**src/rtl/if_id_hazard_ctrl_if.sv**
```systemverilog
// Control bundle between the IF/ID hazard sequencer and the surrounding pipeline stages.
interface if_id_hazard_ctrl_if #(
  parameter int unsigned REG_ADDR_LEN = 3,
  parameter int unsigned CNT_LEN      = 16
);
  logic [REG_ADDR_LEN-1:0] id_rs1;
  logic [REG_ADDR_LEN-1:0] id_rs2;
  logic                    id_uses_rs1;
  logic                    id_uses_rs2;
  logic                    ex_mem_read;
  logic [REG_ADDR_LEN-1:0] ex_rd;
  logic                    ex_branch_taken;
  logic                    imem_ready;
  logic                    pc_write;
  logic                    if_id_write;
  logic                    if_id_flush;
  logic                    id_ex_bubble;
  logic [CNT_LEN-1:0]      stall_cycles;
  logic [CNT_LEN-1:0]      flush_count;

  modport master (
    output id_rs1, id_rs2, id_uses_rs1, id_uses_rs2,
    output ex_mem_read, ex_rd, ex_branch_taken, imem_ready,
    input  pc_write, if_id_write, if_id_flush, id_ex_bubble,
    input  stall_cycles, flush_count
  );

  modport slave (
    input  id_rs1, id_rs2, id_uses_rs1, id_uses_rs2,
    input  ex_mem_read, ex_rd, ex_branch_taken, imem_ready,
    output pc_write, if_id_write, if_id_flush, id_ex_bubble,
    output stall_cycles, flush_count
  );
endinterface

```
**src/rtl/if_id_hazard_ctrl.sv**
```systemverilog
// IF/ID hazard sequencer: load-use stalls, taken-branch flushes and imem wait states,
// with saturating stall/flush performance counters.
module if_id_hazard_ctrl #(
  parameter int unsigned REG_ADDR_LEN    = 3,
  parameter int unsigned LOAD_USE_CYCLES = 1,
  parameter int unsigned CNT_LEN         = 16
) (
  input  logic                clk,
  input  logic                rst,
  if_id_hazard_ctrl_if.slave  bus
);

  typedef enum logic {RUN, LOAD_STALL} state_t;

  state_t             state, state_nxt;
  logic [2:0]         stall_left, stall_left_nxt;
  logic [CNT_LEN-1:0] stall_cnt, flush_cnt;
  logic               load_use;
  logic               inc_stall, inc_flush;
  logic               pc_write_c, if_id_write_c, if_id_flush_c, id_ex_bubble_c;

  assign load_use = bus.ex_mem_read &
                    ((bus.id_uses_rs1 & (bus.id_rs1 == bus.ex_rd)) |
                     (bus.id_uses_rs2 & (bus.id_rs2 == bus.ex_rd)));

  always_ff @(posedge clk or posedge rst) begin
    if (rst) begin
      state      <= RUN;
      stall_left <= '0;
    end else begin
      state      <= state_nxt;
      stall_left <= stall_left_nxt;
    end
  end

  always_comb begin
    state_nxt       = state;
    stall_left_nxt  = stall_left;
    inc_stall       = 1'b0;
    inc_flush       = 1'b0;
    pc_write_c      = 1'b0;
    if_id_write_c   = 1'b0;
    if_id_flush_c   = 1'b0;
    id_ex_bubble_c  = 1'b0;
    if (bus.ex_branch_taken) begin
      pc_write_c     = 1'b1;
      if_id_flush_c  = 1'b1;
      id_ex_bubble_c = 1'b1;
      inc_flush      = 1'b1;
      state_nxt      = RUN;
      stall_left_nxt = '0;
    end else if (state == LOAD_STALL) begin
      // EX holds a bubble here, so a fresh load_use match cannot be real.
      id_ex_bubble_c = 1'b1;
      inc_stall      = 1'b1;
      stall_left_nxt = stall_left - 3'd1;
      if (stall_left == 3'd1)
        state_nxt = RUN;
    end else if (load_use) begin
      id_ex_bubble_c = 1'b1;
      inc_stall      = 1'b1;
      if (LOAD_USE_CYCLES > 1) begin
        state_nxt      = LOAD_STALL;
        stall_left_nxt = 3'(LOAD_USE_CYCLES - 1);
      end
    end else if (!bus.imem_ready) begin
      if_id_flush_c = 1'b1;
    end else begin
      pc_write_c    = 1'b1;
      if_id_write_c = 1'b1;
    end
  end

  always_ff @(posedge clk or posedge rst) begin
    if (rst) begin
      stall_cnt <= '0;
      flush_cnt <= '0;
    end else begin
      if (inc_stall && (stall_cnt != '1))
        stall_cnt <= stall_cnt + 1'b1;
      if (inc_flush && (flush_cnt != '1))
        flush_cnt <= flush_cnt + 1'b1;
    end
  end

  // Mealy outputs are forced low while reset is held, independent of inputs.
  assign bus.pc_write     = pc_write_c     & ~rst;
  assign bus.if_id_write  = if_id_write_c  & ~rst;
  assign bus.if_id_flush  = if_id_flush_c  & ~rst;
  assign bus.id_ex_bubble = id_ex_bubble_c & ~rst;
  assign bus.stall_cycles = stall_cnt;
  assign bus.flush_count  = flush_cnt;

endmodule

```
**src/flat_wrapper.sv**
```systemverilog
// flat-port wrapper written by rule: the top's interface ports become plain ports
module if_id_hazard_ctrl_flat 
#(
  parameter int unsigned REG_ADDR_LEN    = 3,
  parameter int unsigned LOAD_USE_CYCLES = 1,
  parameter int unsigned CNT_LEN         = 16
)
  (clk, rst, bus_id_rs1, bus_id_rs2, bus_id_uses_rs1, bus_id_uses_rs2, bus_ex_mem_read, bus_ex_rd, bus_ex_branch_taken, bus_imem_ready, bus_pc_write, bus_if_id_write, bus_if_id_flush, bus_id_ex_bubble, bus_stall_cycles, bus_flush_count);
  if_id_hazard_ctrl_if #(.REG_ADDR_LEN(REG_ADDR_LEN), .CNT_LEN(CNT_LEN)) bus_i ();
  input  logic clk;
  input  logic rst;
  input wire logic [$bits(bus_i.id_rs1)-1:0] bus_id_rs1;
  input wire logic [$bits(bus_i.id_rs2)-1:0] bus_id_rs2;
  input wire logic [$bits(bus_i.id_uses_rs1)-1:0] bus_id_uses_rs1;
  input wire logic [$bits(bus_i.id_uses_rs2)-1:0] bus_id_uses_rs2;
  input wire logic [$bits(bus_i.ex_mem_read)-1:0] bus_ex_mem_read;
  input wire logic [$bits(bus_i.ex_rd)-1:0] bus_ex_rd;
  input wire logic [$bits(bus_i.ex_branch_taken)-1:0] bus_ex_branch_taken;
  input wire logic [$bits(bus_i.imem_ready)-1:0] bus_imem_ready;
  output wire logic [$bits(bus_i.pc_write)-1:0] bus_pc_write;
  output wire logic [$bits(bus_i.if_id_write)-1:0] bus_if_id_write;
  output wire logic [$bits(bus_i.if_id_flush)-1:0] bus_if_id_flush;
  output wire logic [$bits(bus_i.id_ex_bubble)-1:0] bus_id_ex_bubble;
  output wire logic [$bits(bus_i.stall_cycles)-1:0] bus_stall_cycles;
  output wire logic [$bits(bus_i.flush_count)-1:0] bus_flush_count;
  assign bus_i.id_rs1 = bus_id_rs1;
  assign bus_i.id_rs2 = bus_id_rs2;
  assign bus_i.id_uses_rs1 = bus_id_uses_rs1;
  assign bus_i.id_uses_rs2 = bus_id_uses_rs2;
  assign bus_i.ex_mem_read = bus_ex_mem_read;
  assign bus_i.ex_rd = bus_ex_rd;
  assign bus_i.ex_branch_taken = bus_ex_branch_taken;
  assign bus_i.imem_ready = bus_imem_ready;
  assign bus_pc_write = bus_i.pc_write;
  assign bus_if_id_write = bus_i.if_id_write;
  assign bus_if_id_flush = bus_i.if_id_flush;
  assign bus_id_ex_bubble = bus_i.id_ex_bubble;
  assign bus_stall_cycles = bus_i.stall_cycles;
  assign bus_flush_count = bus_i.flush_count;
  if_id_hazard_ctrl #(.REG_ADDR_LEN(REG_ADDR_LEN), .LOAD_USE_CYCLES(LOAD_USE_CYCLES), .CNT_LEN(CNT_LEN)) u_core (.clk(clk), .rst(rst), .bus(bus_i));
endmodule
```
**config.mk**
```make
export PLATFORM = sky130hd
export DESIGN_NAME = if_id_hazard_ctrl_flat
export DESIGN_NICKNAME = d
export VERILOG_FILES = /design/src/rtl/if_id_hazard_ctrl_if.sv /design/src/rtl/if_id_hazard_ctrl.sv /design/src/flat_wrapper.sv
export SDC_FILE = /design/constraint.sdc
export NUM_CORES = 1
export LEC_CHECK = 0
export CAP_MARGIN = 20
export CORE_UTILIZATION = 60
export CTS_BUF_LIST = sky130_fd_sc_hd__clkbuf_4 sky130_fd_sc_hd__clkbuf_8
export CTS_CLUSTER_SIZE = 28
export DETAILED_ROUTE_END_ITERATION = 16
export DONT_BUFFER_PORTS = 1
export PLACE_DENSITY = 0.76
export SLEW_MARGIN = 15
export SYNTH_ARGS = -nofsm -noshare
export SYNTH_HDL_FRONTEND = slang
export SYNTH_SLANG_ARGS = --single-unit
```
**constraint.sdc**
```tcl
create_clock -name clk -period 4.25 [get_ports clk]
set_input_delay 0.85 -clock clk [delete_from_list [all_inputs] [get_ports clk]]
set_output_delay 0.85 -clock clk [all_outputs]
set_load 0.02 [all_outputs]
```
==> flow_metrics.env, run 1 <==
export IMPL_place_area_um2=1980
export IMPL_post_cts_resized=0
export IMPL_setup_viol=0
export IMPL_fmax_mhz=341
export IMPL_r2r_end="u_core.bus.stall_cycles[1]$_DFFE_PP0P_"
export IMPL_slowest_delay_ns=0.44
export IMPL_synth_ff_type="dfrtp_1"
export IMPL_initial_utilization_pct=63.3
export IMPL_min_path_type="input pin to asynchronous set/reset pin"
export IMPL_avgSynthCellArea_um2=10.8
export IMPL_final_cells=229
export IMPL_synthCells=179
export IMPL_overflow=0
export IMPL_fin_tns_setup_ns=0
export IMPL_yosysWarningCount=0
export IMPL_layout_commonest_cell="dfrtp_1"
export IMPL_ys_async_sr_fraction_pct=100
export IMPL_synthDistinctLibCells=33
export IMPL_cts_buffer_depth=2
export IMPL_antenna_found_initial=0
export IMPL_seq_area_frac_synth_pct=46.6
export IMPL_ctsRootBufferMaster="clkbuf_4"
export IMPL_path_class="input pin to output pin"
export IMPL_vias=1359
export IMPL_drtPass1Iterations=4
export IMPL_ir_drop_mv=0.352
export IMPL_drv_cap=0
export IMPL_synth_edf_count=0
export IMPL_viasPerCell=5.93
export IMPL_hpwl_mm=2.59
export IMPL_pre_cts_ws_ns=1.31
export IMPL_outcome="completed"
export IMPL_avgRoutedWirePerCell_um=15.4
export IMPL_grt_max_degree=38
export IMPL_cts_tree="built"
export IMPL_power_leakage_nw=0.940
export IMPL_worst_setup_path_end_kind="output pin"
export IMPL_ys_ff_latch=36
export IMPL_finalMaxSlewViolations=0
export IMPL_synth_fp_nets=199
export IMPL_cts_inserted_buffers=5
export IMPL_fin_area_um2=2070
export IMPL_syn_cell_area_um2=1930
export IMPL_power_uw=905
export IMPL_route_detailed_drc=0
export IMPL_grt_setup_unrepaired="no"
export IMPL_hold_viol_final=0
export IMPL_port_buffers=0
export IMPL_ioPinCount=52
export IMPL_slowest_stage="a21oi_1"
export IMPL_ff2ff_path_depth=6
export IMPL_critical_path_required_ns=3.40
export IMPL_numClockSinks=36
export IMPL_antenna_cells=0
export IMPL_grtUsageTotal_pct=23.3
export IMPL_cts_clk_slew_worst_paths_ns=0.11
export IMPL_die_height_um=58.7
export IMPL_path_cells="xor2_1, nor4_1, nor3_2, buf_4, a21oi_1"
export IMPL_postRouteAntennaNets=0
export IMPL_core_area_um2=3050
export IMPL_postCtsSetupRepairBufs=0
export IMPL_dr_first_iter_drc_count=87
export IMPL_fp_dieArea_um2=3450
export IMPL_finalWeightedCongestion=0.871
export IMPL_reg2reg_slack_ns=2.17
export IMPL_final_cell_mix="dfrtp_1, xor2_1, nand2_1"
export IMPL_fin_crit_ns=2.94
export IMPL_dieWidth_um=58.7
export IMPL_fin_skew_ns=0.00719
export IMPL_synthToLayoutAreaGrowth_pct=7.19
export IMPL_drive_above_1_share_pct=15.1
export IMPL_start_kind="input pin"
export IMPL_r2r_start="u_core.bus.stall_cycles[0]$_DFFE_PP0P_"
export IMPL_dp_cells=221
export IMPL_grt_pass1_wl_mm=5.98
export IMPL_layout_nets=204
export IMPL_post_route_period_util_pct=69.1
export IMPL_wirelength_mm=3.53
export IMPL_htree_levels=2
export IMPL_cts_hold_fix_buffers=0
export IMPL_tightestPinTransition_ns=0.542
export IMPL_setup_ws_ns=1.31
export IMPL_crit_fanout=20
export IMPL_first_global_vias=1362
export IMPL_placementRows=20
export IMPL_arrival_ns=2.09
export IMPL_max_slew_margin_pct=63.5
export IMPL_clkLatencyLatePin_ns=0.34
export IMPL_p_per_area_nw_per_um2=437
==> worst max-delay path, delay by kind of cell <==
family,cells,cell delay (ns)
compound gates,1,0.44
simple gates,2,0.43
buf+inv,1,0.22
xor+xnor,1,0.14
==> routing by layer <==
layer  up-vias  routed length [um]  part of all wire, %  global-route usage [%]
met5         -                   0                    0                       0
met4         0                  85                  2.4                    12.9
met3        10                 175                  5.0                    7.69
met2        35                1800                   51                    37.0
met1       660                1470                   42                    27.9
li1        654                   -                    -                       -
==> worst max path at each step <==
stage	from	end	slack, ns	cells past startpoint
floorplan	rst	bus_if_id_write	1.34	2
global placement	bus_ex_rd[2]	bus_id_ex_bubble	1.37	5
detailed placement	bus_ex_rd[2]	bus_id_ex_bubble	1.31	5
CTS	bus_ex_rd[2]	bus_id_ex_bubble	1.31	5
global route	bus_ex_rd[2]	bus_id_ex_bubble	1.26	5
finish	bus_ex_rd[2]	bus_id_ex_bubble	1.31	5
==> where the power goes <==
| group | total, mW | internal [mW] | switching [mW] |
|---|---|---|---|
| Combinational | 0.115 | 0.0555 | 0.0592 |
| Clock | 0.267 | 0.156 | 0.111 |
| Sequential | 0.523 | 0.389 | 0.133 |
| Total | 0.905 | 0.601 | 0.304 |
==> cell usage after synthesis (2+ instances only) <==
master,instances,area (um^2)
a211oi_1,2,15.0
a21oi_1,7,35.0
and3_1,3,18.8
and4_1,4,35.0
buf_6,2,22.5
dfrtp_1,36,901
ha_1,4,50.1
inv_1,5,18.8
mux2_2,4,45.0
nand2_1,15,56.3
nand2b_1,2,12.5
nand3_1,12,60.1
nand4_1,8,50.1
nor2_1,11,41.3
nor3_1,5,25.0
nor4_1,7,43.8
nor4_2,5,62.6
xnor2_1,12,105
xor2_1,21,184
==> final cells by class <==
cell class	count	area, um^2
well taps	44	55.1
multi-input cells	134	986
flip-flops and latches	36	901
repair buffers	2	15.0
clock inverters	1	30.0
clock buffers	7	65.1
fillers	256	982
inverters	5	18.8
==> through the flow <==
step	hold WS, ns	utilization, %
floorplan	0.496	-
finish	0.497	67.8
CTS	0.502	67.8
global placement	0.514	64.7
global route	0.520	67.8
detailed placement	0.529	64.7
==> logic make-up (layout without fill, tap and decap cells) <==
kind of cell / count (synthesis) / count (layout) / share of synthesized area [%]
DFF: 36 / 36 / 46.6
adders and majority gates: 4 / 4 / 2.59
and+or+nand+nor: 81 / 81 / 27.0
xor gates and xnor gates: 33 / 33 / 15.0
muxes: 4 / 4 / 2.33
buffers and inverters: 9 / 15 / 2.59
AOI/OAI and AO/OA: 12 / 12 / 3.89
==> state kept, by name, summed over array words and instances (netlist names) <==
name,count
u_core.stall_left,3
u_core.bus.stall_cycles,16
u_core.bus.flush_count,16
u_core.state,1
Note: power is estimated with default switching activity, not from simulation.
==> inputs of run 2 (changes only) <==
- CORE_UTILIZATION: 60 -> 59
- PLACE_DENSITY: 0.76 -> 0.78
- clock period: 4.25 -> 2.4 ns (I/O delays scaled with it)
==> run 2 against run 1 <==
Final cell count is 1.3% higher. Wire length rose by 5.4%. Largest power group unchanged. Sequential power grew 77%. Clock skew up 0.0075 ns. Non-clock buffer count grew 3.
==> flow_metrics.env, run 2 (same netlist as run 1, synthesis figures left out) <==
export IMPL_start_kind="flop"
export IMPL_p_per_area_nw_per_um2=836
export IMPL_finalWeightedCongestion=0.805
export IMPL_final_cell_mix="dfrtp_1, xor2_1, nand2_1"
export IMPL_arrival_ns=1.75
export IMPL_place_area_um2=2000
export IMPL_ioPinCount=52
export IMPL_overflow=0
export IMPL_hold_ws_ns=0.134
export IMPL_layout_commonest_cell="dfrtp_1"
export IMPL_post_route_period_util_pct=92.7
export IMPL_avgRoutedWirePerCell_um=16.0
export IMPL_route_detailed_drc=0
export IMPL_cts_hold_fix_buffers=0
export IMPL_path_buf_inv=2
export IMPL_fin_crit_ns=2.23
export IMPL_clkLatencyLatePin_ns=0.35
export IMPL_vias=1376
export IMPL_critPathMostFrequentCell="buf_4"
export IMPL_synthToLayoutAreaGrowth_pct=10.0
export IMPL_max_slew_margin_pct=69.2
export IMPL_fin_skew_ns=0.0147
export IMPL_die_height_um=59.2
export IMPL_placementRows=20
export IMPL_cts_clk_slew_worst_paths_ns=0.12
export IMPL_finalMaxSlewViolations=0
export IMPL_drive_above_1_share_pct=16.5
export IMPL_antenna_found_initial=0
export IMPL_post_cts_resized=0
export IMPL_cts_inserted_buffers=5
export IMPL_viasPerCell=5.93
export IMPL_numClockSinks=36
export IMPL_power_leakage_nw=0.970
export IMPL_first_global_vias=1415
export IMPL_hold_viol_final=0
export IMPL_core_area_um2=3080
export IMPL_ir_drop_mv=0.664
export IMPL_dp_cells=224
export IMPL_fin_tns_setup_ns=0
export IMPL_ctsRootBufferMaster="clkbuf_4"
export IMPL_cp_num_cells=5
export IMPL_final_cells=232
export IMPL_hpwl_mm=2.67
export IMPL_setup_viol=0
export IMPL_min_path_type="input pin to asynchronous set/reset pin"
export IMPL_slowest_delay_ns=0.47
export IMPL_drv_cap=0
export IMPL_dr_first_iter_drc_count=71
export IMPL_grt_max_degree=37
export IMPL_critical_path_required_ns=1.92
export IMPL_port_buffers=0
export IMPL_slowest_stage="dfrtp_1"
export IMPL_grt_pass1_wl_mm=6.15
export IMPL_cts_tree="built"
export IMPL_fp_dieArea_um2=3510
export IMPL_path_class="flop to output pin"
export IMPL_antenna_cells=0
export IMPL_htree_levels=2
export IMPL_grtUsageTotal_pct=23.6
export IMPL_cpLargestDelayFamily="flip-flops"
export IMPL_postCtsSetupRepairBufs=0
export IMPL_crit_fanout=18
export IMPL_path_cells="nor3_2, buf_4, nand2b_1, a21oi_1, buf_4"
export IMPL_tightestPinTransition_ns=0.463
export IMPL_pre_cts_ws_ns=0.306
export IMPL_dieWidth_um=59.2
export IMPL_fin_area_um2=2130
export IMPL_grt_setup_unrepaired="no"
export IMPL_wirelength_mm=3.72
export IMPL_postRouteAntennaNets=0
export IMPL_ff2ff_path_depth=6
export IMPL_worst_setup_path_end_kind="output pin"
export IMPL_cts_buffer_depth=2
export IMPL_layout_nets=207
export IMPL_initial_utilization_pct=62.8
export IMPL_setup_ws_ns=0.174
export IMPL_outcome="completed"
export IMPL_drtPass1Iterations=4
export IMPL_fmax_mhz=449
[run 2: per-layer routing]
layer / vias up / wire length [um] / global-route usage (%)
li1: 660 / - / -
met1: 669 / 1590 / 27.0
met2: 41 / 1820 / 38.0
met3: 6 / 272 / 10.3
met4: 0 / 40 / 10.5
met5: - / 0 / 0
[run 2: stage by stage]
stage          power [mW]  util, %
2_1_floorplan        1.09        -
3_3_place_gp         1.13     64.9
3_5_place_dp         1.15     64.9
4_1_cts              1.78     69.1
5_1_grt              1.86     69.1
6_report             1.78     69.1
[run 2: path summary, 6_finish.rpt]
path                                                     endpoint  slack [ns]                                   start
setup / recovery                                  bus_if_id_flush        0.17                  u_core.state$_DFF_PP0_
hold / removal              u_core.bus.flush_count[2]$_DFFE_PP0P_        0.13                                     rst
setup reg to reg           u_core.bus.stall_cycles[1]$_DFFE_PP0P_        0.28  u_core.bus.stall_cycles[0]$_DFFE_PP0P_
hold reg to reg                  u_core.stall_left[2]$_DFFE_PP0P_        0.56        u_core.stall_left[2]$_DFFE_PP0P_
max in group asynchronous   u_core.bus.flush_count[9]$_DFFE_PP0P_        1.95                                     rst
min in group clk                 u_core.stall_left[0]$_DFFE_PP0P_        0.19                     bus_ex_branch_taken
[run 2: worst register-to-register path, cell delays in order, from the launching register on]
cell	delay, ns
dfrtp_1	0.54
ha_1	0.25
nand3_1	0.20
or3_4	0.44
nor2_8	0.22
nor3_2	0.08
mux2_2	0.28
[run 2: power by group]
group	switching, mW	internal (mW)
combinational	0.113	0.101
clock	0.209	0.429
sequential	0.236	0.689
[run 2: final cells by class]
type                            instances  area (um^2)
Clock buffer                            5         37.5
Multi-Input combinational cell        134          986
Fill cell                             243          952
Clock inverter                          3         90.1
Sequential cell                        36          901
Timing Repair Buffer                    5         37.5
Inverter                                5         18.8
Tap cell                               44         55.1
